[config.mk]
export PLATFORM = sky130hd
export DESIGN_NAME = map_read_arbiter
export DESIGN_NICKNAME = d
export VERILOG_FILES = /design/src/rtl/raycast_pkg.sv /design/src/rtl/rr_arbiter.sv /design/src/rtl/map_read_arbiter.sv
export SDC_FILE = /design/constraint.sdc
export NUM_CORES = 1
export LEC_CHECK = 0
export CORE_ASPECT_RATIO = 1.25
export CORE_MARGIN = 8
export CORE_UTILIZATION = 35
export CTS_CLUSTER_SIZE = 8
export DETAILED_ROUTE_END_ITERATION = 8
export PLACE_DENSITY = 0.63
export SLEW_MARGIN = 20
export SYNTH_ARGS = -nofsm -noshare
export SYNTH_HDL_FRONTEND = slang
export SYNTH_SLANG_ARGS = --single-unit
[constraint.sdc]
create_clock -name pixel_clk_in -period 1.84 [get_ports pixel_clk_in]
set_clock_uncertainty 0.15 [all_clocks]
set_input_delay 0.276 -clock pixel_clk_in [delete_from_list [all_inputs] [get_ports pixel_clk_in]]
set_output_delay 0.276 -clock pixel_clk_in [all_outputs]
set_load 0.01 [all_outputs]
[src/rtl/raycast_pkg.sv]
// Shared raycaster types: map cell width, map address sizing and the
// read tag that travels alongside an outstanding map read.
package raycast_pkg;

  localparam int unsigned MAP_DATA_W = 4;
  // Requester id field sized for the largest supported requester count (8).
  localparam int unsigned TAG_ID_W   = 3;

  // Address width needed to index an side x side map.
  function automatic int unsigned map_addr_w(input int unsigned side);
    return (side * side <= 1) ? 1 : $clog2(side * side);
  endfunction

  typedef struct packed {
    logic                valid;
    logic [TAG_ID_W-1:0] id;
    logic                map_select;
    logic                oob;
  } map_tag_t;

endpackage

[src/rtl/rr_arbiter.sv]
// Round-robin arbiter: combinational search starting just above the last
// winner, plus the registered last-winner pointer.
//   pixel_clk_in / rst_n_in : clock, async active-low reset
//   req                     : eligible requesters
//   grant_c / grant_valid_c : one-hot grant and "someone won" (combinational)
//   winner_c                : binary index of the winner (combinational)
module rr_arbiter #(
  parameter int unsigned NUM_REQ = 2
) (
  input  logic                       pixel_clk_in,
  input  logic                       rst_n_in,
  input  logic [NUM_REQ-1:0]         req,
  output logic [NUM_REQ-1:0]         grant_c,
  output logic                       grant_valid_c,
  output logic [$clog2(NUM_REQ)-1:0] winner_c
);

  localparam int unsigned IDX_W = $clog2(NUM_REQ);

  logic [IDX_W-1:0] last_grant;
  logic [IDX_W-1:0] cand;

  // Walk the ring once from last_grant+1, taking the first requester seen.
  always_comb begin
    grant_c       = '0;
    grant_valid_c = 1'b0;
    winner_c      = '0;
    cand          = last_grant;
    for (int unsigned k = 0; k < NUM_REQ; k++) begin
      cand = (cand == IDX_W'(NUM_REQ - 1)) ? '0 : cand + 1'b1;
      if (!grant_valid_c && req[cand]) begin
        grant_valid_c = 1'b1;
        winner_c      = cand;
      end
    end
    if (grant_valid_c) grant_c[winner_c] = 1'b1;
  end

  // Pointer starts at the top so requester 0 wins first after reset.
  always_ff @(posedge pixel_clk_in or negedge rst_n_in) begin
    if (!rst_n_in)          last_grant <= IDX_W'(NUM_REQ - 1);
    else if (grant_valid_c) last_grant <= winner_c;
  end

endmodule

[src/rtl/map_read_arbiter.sv]
// Shares one map BRAM read port among NUM_REQ DDA requesters. One grant per
// cycle, round-robin; a tag pipeline tracks each read so the returned cell is
// steered back to the right requester with a one-cycle valid pulse.
//   pixel_clk_in, rst_n_in        : clock, async active-low reset
//   map_select_in                 : map chosen for a read, sampled at grant
//   req_in, addr_in               : per-requester level request + address
//   data_out, data_valid_out      : per-requester returned cell + pulse
//   map_addra_out                 : shared BRAM address
//   map_data1_in, map_data2_in    : BRAM read data of the two maps
//   busy_out                      : any read outstanding
module map_read_arbiter
  import raycast_pkg::*;
#(
  parameter int unsigned          NUM_REQ      = 2,
  parameter int unsigned          N            = 24,
  parameter int unsigned          READ_LATENCY = 2,
  parameter logic [MAP_DATA_W-1:0] OOB_VALUE   = 4'd1
) (
  input  logic                                pixel_clk_in,
  input  logic                                rst_n_in,
  input  logic                                map_select_in,
  input  logic [NUM_REQ-1:0]                  req_in,
  input  logic [NUM_REQ*map_addr_w(N)-1:0]    addr_in,
  output logic [NUM_REQ*MAP_DATA_W-1:0]       data_out,
  output logic [NUM_REQ-1:0]                  data_valid_out,
  output logic [map_addr_w(N)-1:0]            map_addra_out,
  input  logic [MAP_DATA_W-1:0]               map_data1_in,
  input  logic [MAP_DATA_W-1:0]               map_data2_in,
  output logic                                busy_out
);

  localparam int unsigned ADDR_W     = map_addr_w(N);
  localparam int unsigned IDX_W      = $clog2(NUM_REQ);
  localparam int unsigned TAG_STAGES = READ_LATENCY + 1;
  localparam int unsigned MAP_CELLS  = N * N;

  logic [NUM_REQ-1:0]    pending_q;
  logic [NUM_REQ-1:0]    eligible_c;
  logic [NUM_REQ-1:0]    grant_c;
  logic                  grant_valid_c;
  logic [IDX_W-1:0]      winner_c;
  logic [ADDR_W-1:0]     win_addr_c;
  logic                  win_oob_c;
  map_tag_t              tag_in_c;
  map_tag_t              tag_q [TAG_STAGES];
  map_tag_t              exit_tag_c;
  logic [NUM_REQ-1:0]    clear_c;
  logic [NUM_REQ-1:0]    pending_next_c;
  logic [MAP_DATA_W-1:0] ret_data_c;

  assign eligible_c = req_in & ~pending_q;

  rr_arbiter #(.NUM_REQ(NUM_REQ)) u_rr (
    .pixel_clk_in  (pixel_clk_in),
    .rst_n_in      (rst_n_in),
    .req           (eligible_c),
    .grant_c       (grant_c),
    .grant_valid_c (grant_valid_c),
    .winner_c      (winner_c)
  );

  // Winner's address and range check.
  always_comb begin
    win_addr_c = '0;
    for (int unsigned i = 0; i < NUM_REQ; i++) begin
      if (winner_c == IDX_W'(i)) win_addr_c = addr_in[i*ADDR_W +: ADDR_W];
    end
    win_oob_c = 32'(win_addr_c) >= MAP_CELLS;
  end

  always_comb begin
    tag_in_c            = '0;
    tag_in_c.valid      = grant_valid_c;
    tag_in_c.id         = TAG_ID_W'(winner_c);
    tag_in_c.map_select = map_select_in;
    tag_in_c.oob        = win_oob_c;
  end

  // Tag leaving the pipeline lines up with the BRAM data for its address.
  always_comb begin
    exit_tag_c = tag_q[TAG_STAGES-1];
    for (int unsigned i = 0; i < NUM_REQ; i++) begin
      clear_c[i] = exit_tag_c.valid && (exit_tag_c.id == TAG_ID_W'(i));
    end
    pending_next_c = (pending_q & ~clear_c) | grant_c;
    if (exit_tag_c.oob)             ret_data_c = OOB_VALUE;
    else if (exit_tag_c.map_select) ret_data_c = map_data2_in;
    else                            ret_data_c = map_data1_in;
  end

  always_ff @(posedge pixel_clk_in or negedge rst_n_in) begin
    if (!rst_n_in) begin
      pending_q      <= '0;
      busy_out       <= 1'b0;
      map_addra_out  <= '0;
      data_valid_out <= '0;
      data_out       <= '0;
      for (int unsigned s = 0; s < TAG_STAGES; s++) tag_q[s] <= '0;
    end else begin
      pending_q      <= pending_next_c;
      busy_out       <= |pending_next_c;
      data_valid_out <= clear_c;
      if (grant_valid_c) map_addra_out <= win_oob_c ? '0 : win_addr_c;
      tag_q[0] <= tag_in_c;
      for (int unsigned s = 1; s < TAG_STAGES; s++) tag_q[s] <= tag_q[s-1];
      for (int unsigned i = 0; i < NUM_REQ; i++) begin
        if (clear_c[i]) data_out[i*MAP_DATA_W +: MAP_DATA_W] <= ret_data_c;
      end
    end
  end

endmodule

==> results.sh <==
export IMPL_ctsHoldBuffers=0
export IMPL_layout_min_cycle_time_ps=1621
export IMPL_post_drt_via_cell_ratio=4.916
export IMPL_dr_first_iter_drc_count=24
export IMPL_max_cap_viol_count=0
export IMPL_firstDrtPassIters=4
export IMPL_syn_nets=148
export IMPL_grt_usage_pct=12.42
export IMPL_synth_area_mm2=0.001478
export IMPL_grt_overflow=0
export IMPL_htreeDepth=2
export IMPL_ys_warn_count=0
export IMPL_place_inst=231
export IMPL_cp_required_ps=1410
export IMPL_r2r_start="pending_q[0]"
export IMPL_antenna_found_initial=0
export IMPL_drive_gt1_share_pct=15.93
export IMPL_finalMaxSlewViolations=0
export IMPL_worstMarginPinSlew_ps=337.0
export IMPL_ys_seq_area_share_pct=61.05
export IMPL_clk_pin_slew_ps=60
export IMPL_diodes=0
export IMPL_switching_share_pct=30.60
export IMPL_cp_end_kind="output port"
export IMPL_start_util_pct=36.34
export IMPL_min_path_type="reg2reg"
export IMPL_die_h_um=88.65
export IMPL_syn_avg_cell_area_um2=12.85
export IMPL_fin_ws_ps=218.8
export IMPL_max_stage_delay_ps=560
export IMPL_clock_sinks=36
export IMPL_grt_pass1_vias=1299
export IMPL_drt_wirelength_per_cell_um=15.83
export IMPL_dpl_hpwl_um=2987
export IMPL_fin_cells=238
export IMPL_p_leak_nw=0.9885
export IMPL_critPathMaxFanout=2
export IMPL_pwr_share_comb_pct=40.5
export IMPL_cp_top_family="buffers and inverters"
export IMPL_cp_num_buf_inv=1
export IMPL_hold_start="tag_q[17]"
export IMPL_status="finished clean"
export IMPL_syn_instance_count=115
export IMPL_synthArstFlopShare_pct=100.0
export IMPL_cts_repair_resized=0
export IMPL_p_int_w=0.002050
export IMPL_pre_cts_ws_ps=-85.72
export IMPL_start_kind="flip-flop"
export IMPL_grt_pass1_wl_um=6244
export IMPL_power_density_mw_per_mm2=1319
export IMPL_vias=1170
export IMPL_startpoint="map_addra_out[8]"
export IMPL_cts_max_path_buffers=2
export IMPL_fmax_mhz=616.8
export IMPL_grt_max_degree=37
export IMPL_seq_power_share_pct=42.3
export IMPL_path_cells="clkdlybuf4s50_1"
export IMPL_ir_drop_v=0.0006707
export IMPL_critPathSlowestCell="clkdlybuf4s50_1"
export IMPL_synth_area_leader_cell="dfrtp_1"
export IMPL_fp_coreArea_mm2=0.004066
export IMPL_io_pins=54
export IMPL_clock_latency_ps=280
export IMPL_wl_um=3767
export IMPL_cp_data_arrival_time_ps=1200
export IMPL_synth_area_leaders="dfrtp_1 59%, a221o_1 4.7%, mux2_2 4.6%"
export IMPL_fin_crit_sh_pct=88.11
export IMPL_finalInstanceArea_mm2=0.002238
export IMPL_path_class="reg2out"
export IMPL_cts_tree="done"
export IMPL_synth_edff_count=0
export IMPL_port_buffers=53
export IMPL_die_w_um=74.12
export IMPL_yosysTopAreaCellShare_pct=59.27
export IMPL_setup_violations=0
export IMPL_area_growth_syn_to_layout_pct=51.48
export IMPL_slew_limit_headroom_pct=77.40
export IMPL_pwr_share_clk_pct=17.2
export IMPL_hold_viol=0
export IMPL_synth_ff_type="dfrtp_1"
export IMPL_synth_seq_cells=36
export IMPL_drc_errors=0
export IMPL_gp_congestion=0.8304
export IMPL_num_nets_final=215
export IMPL_rsz0062_at_grt="false"
export IMPL_synth_cell_types=33
export IMPL_root_buffer="clkbuf_8"
export IMPL_post_cts_buffers=0
export IMPL_die_area_mm2=0.006570
export IMPL_cts_buffers_inserted=5
export IMPL_p_sw_w=0.0009037
export IMPL_num_rows=26
export IMPL_dpl_cell_area_mm2=0.002161
export IMPL_ant_nets=0
==> through the flow <==
stage / power [W] / TNS [ps] / util [%] / hold slack [ps]
global placement: 0.002446 / -189.1 / 53.14 / 181.9
detailed placement: 0.002478 / -472.2 / 53.14 / 184.7
finish: 0.002953 / 0 / 55.05 / 200.4
floorplan: 0.001780 / 0 / - / -169.6
global route: 0.003164 / 0 / 55.05 / 204.0
CTS: 0.003017 / 0 / 55.05 / 201.3
==> flip-flops by register name (all words and copies together) (netlist names) <==
signal and flops:
u_rr.last_grant 1, exit_tag_c 4, data_out 8, tag_q 8
map_addra_out 10, data_valid_out 2, busy_out 1, pending_q 2
==> cells by family after synthesis <==
group / Yosys count / share of synthesized area, %
flip-flops: 36 / 61.05
multiplexers: 10 / 7.282
buffers and inverters: 10 / 2.878
AND/OR/NAND/NOR: 37 / 15.33
AO/OA/AOI/OAI: 22 / 13.46
==> synthesized netlist by cell type, types with 2 or more instances <==
| master | n |
|---|---|
| a211oi_1 | 2 |
| a21o_1 | 2 |
| a21oi_1 | 2 |
| a221o_1 | 7 |
| and3_1 | 7 |
| clkbuf_1 | 4 |
| dfrtp_1 | 35 |
| inv_1 | 4 |
| mux2_2 | 6 |
| mux2i_1 | 4 |
| nand2_1 | 3 |
| nand2b_1 | 4 |
| nand3_1 | 3 |
| nand4b_1 | 3 |
| nor2_1 | 6 |
| nor2b_1 | 4 |
| o311ai_1 | 3 |
==> power groups by stage <==
stage	Sequential [W]	Combinational, W	Clock (W)
final	0.00125	0.00120	0.000508
after global routing	0.00129	0.00130	0.000570
after CTS	0.00125	0.00122	0.000541
after detailed placement	0.00126	0.00122	0
after global placement	0.00126	0.00119	0
after floorplan	0.00133	0.000450	0
==> routing by layer <==
| layer | up-vias | track usage, % | share of wire [%] |
|---|---|---|---|
| met2 | 57 | 19.55 | 46 |
| met3 | 8 | 5.896 | 11 |
| met1 | 547 | 13.38 | 41 |
| met4 | 0 | 6.740 | 2.1 |
| li1 | 558 | - | - |
| met5 | - | 0 | 0 |
==> final timing paths <==
path                       cells past startpoint  slack, ps               end
hold reg to reg                                0        200         tag_q[11]
max in group asynchronous                      2       1070   u_rr.last_grant
setup reg to reg                               4        260  map_addra_out[9]
setup / recovery                               1        220  map_addra_out[8]
min in group asynchronous                      2        220       data_out[3]
hold / removal                                 0        200         tag_q[11]
==> layout make-up <==
type	instances	area (um^2)
clock inverter	1	5.005
fill	371	1828
clock buffer	6	72.57
timing repair buffer	66	640.6
tap	56	70.07
sequential	36	902.1
inverter	4	15.01
multi-input combinational	69	533.0
==> cell usage in the layout (no fill, tap or decap) <==
cell	instances
o22ai_1	1
nor2_1	6
nor4_1	1
clkinv_2	1
a221oi_4	1
o41ai_1	1
a21oi_1	2
nand3b_1	1
clkdlybuf4s50_1	53
mux2i_1	4
o21ai_0	1
a21oi_2	1
nand2b_1	4
nand3_1	3
and3_1	7
dfrtp_1	35
and4_1	1
o31ai_1	1
a221o_1	7
buf_12	1
nand4bb_1	1
or3_4	1
nand2_1	3
o311ai_1	3
buf_4	12
nor2b_1	4
clkbuf_8	5
a21o_1	2
a211oi_1	2
nor3_1	1
nand4b_1	3
or2b_1	1
dfstp_2	1
mux2_2	6
inv_1	4
clkbuf_1	1
Power figures use the tool's default switching activity.
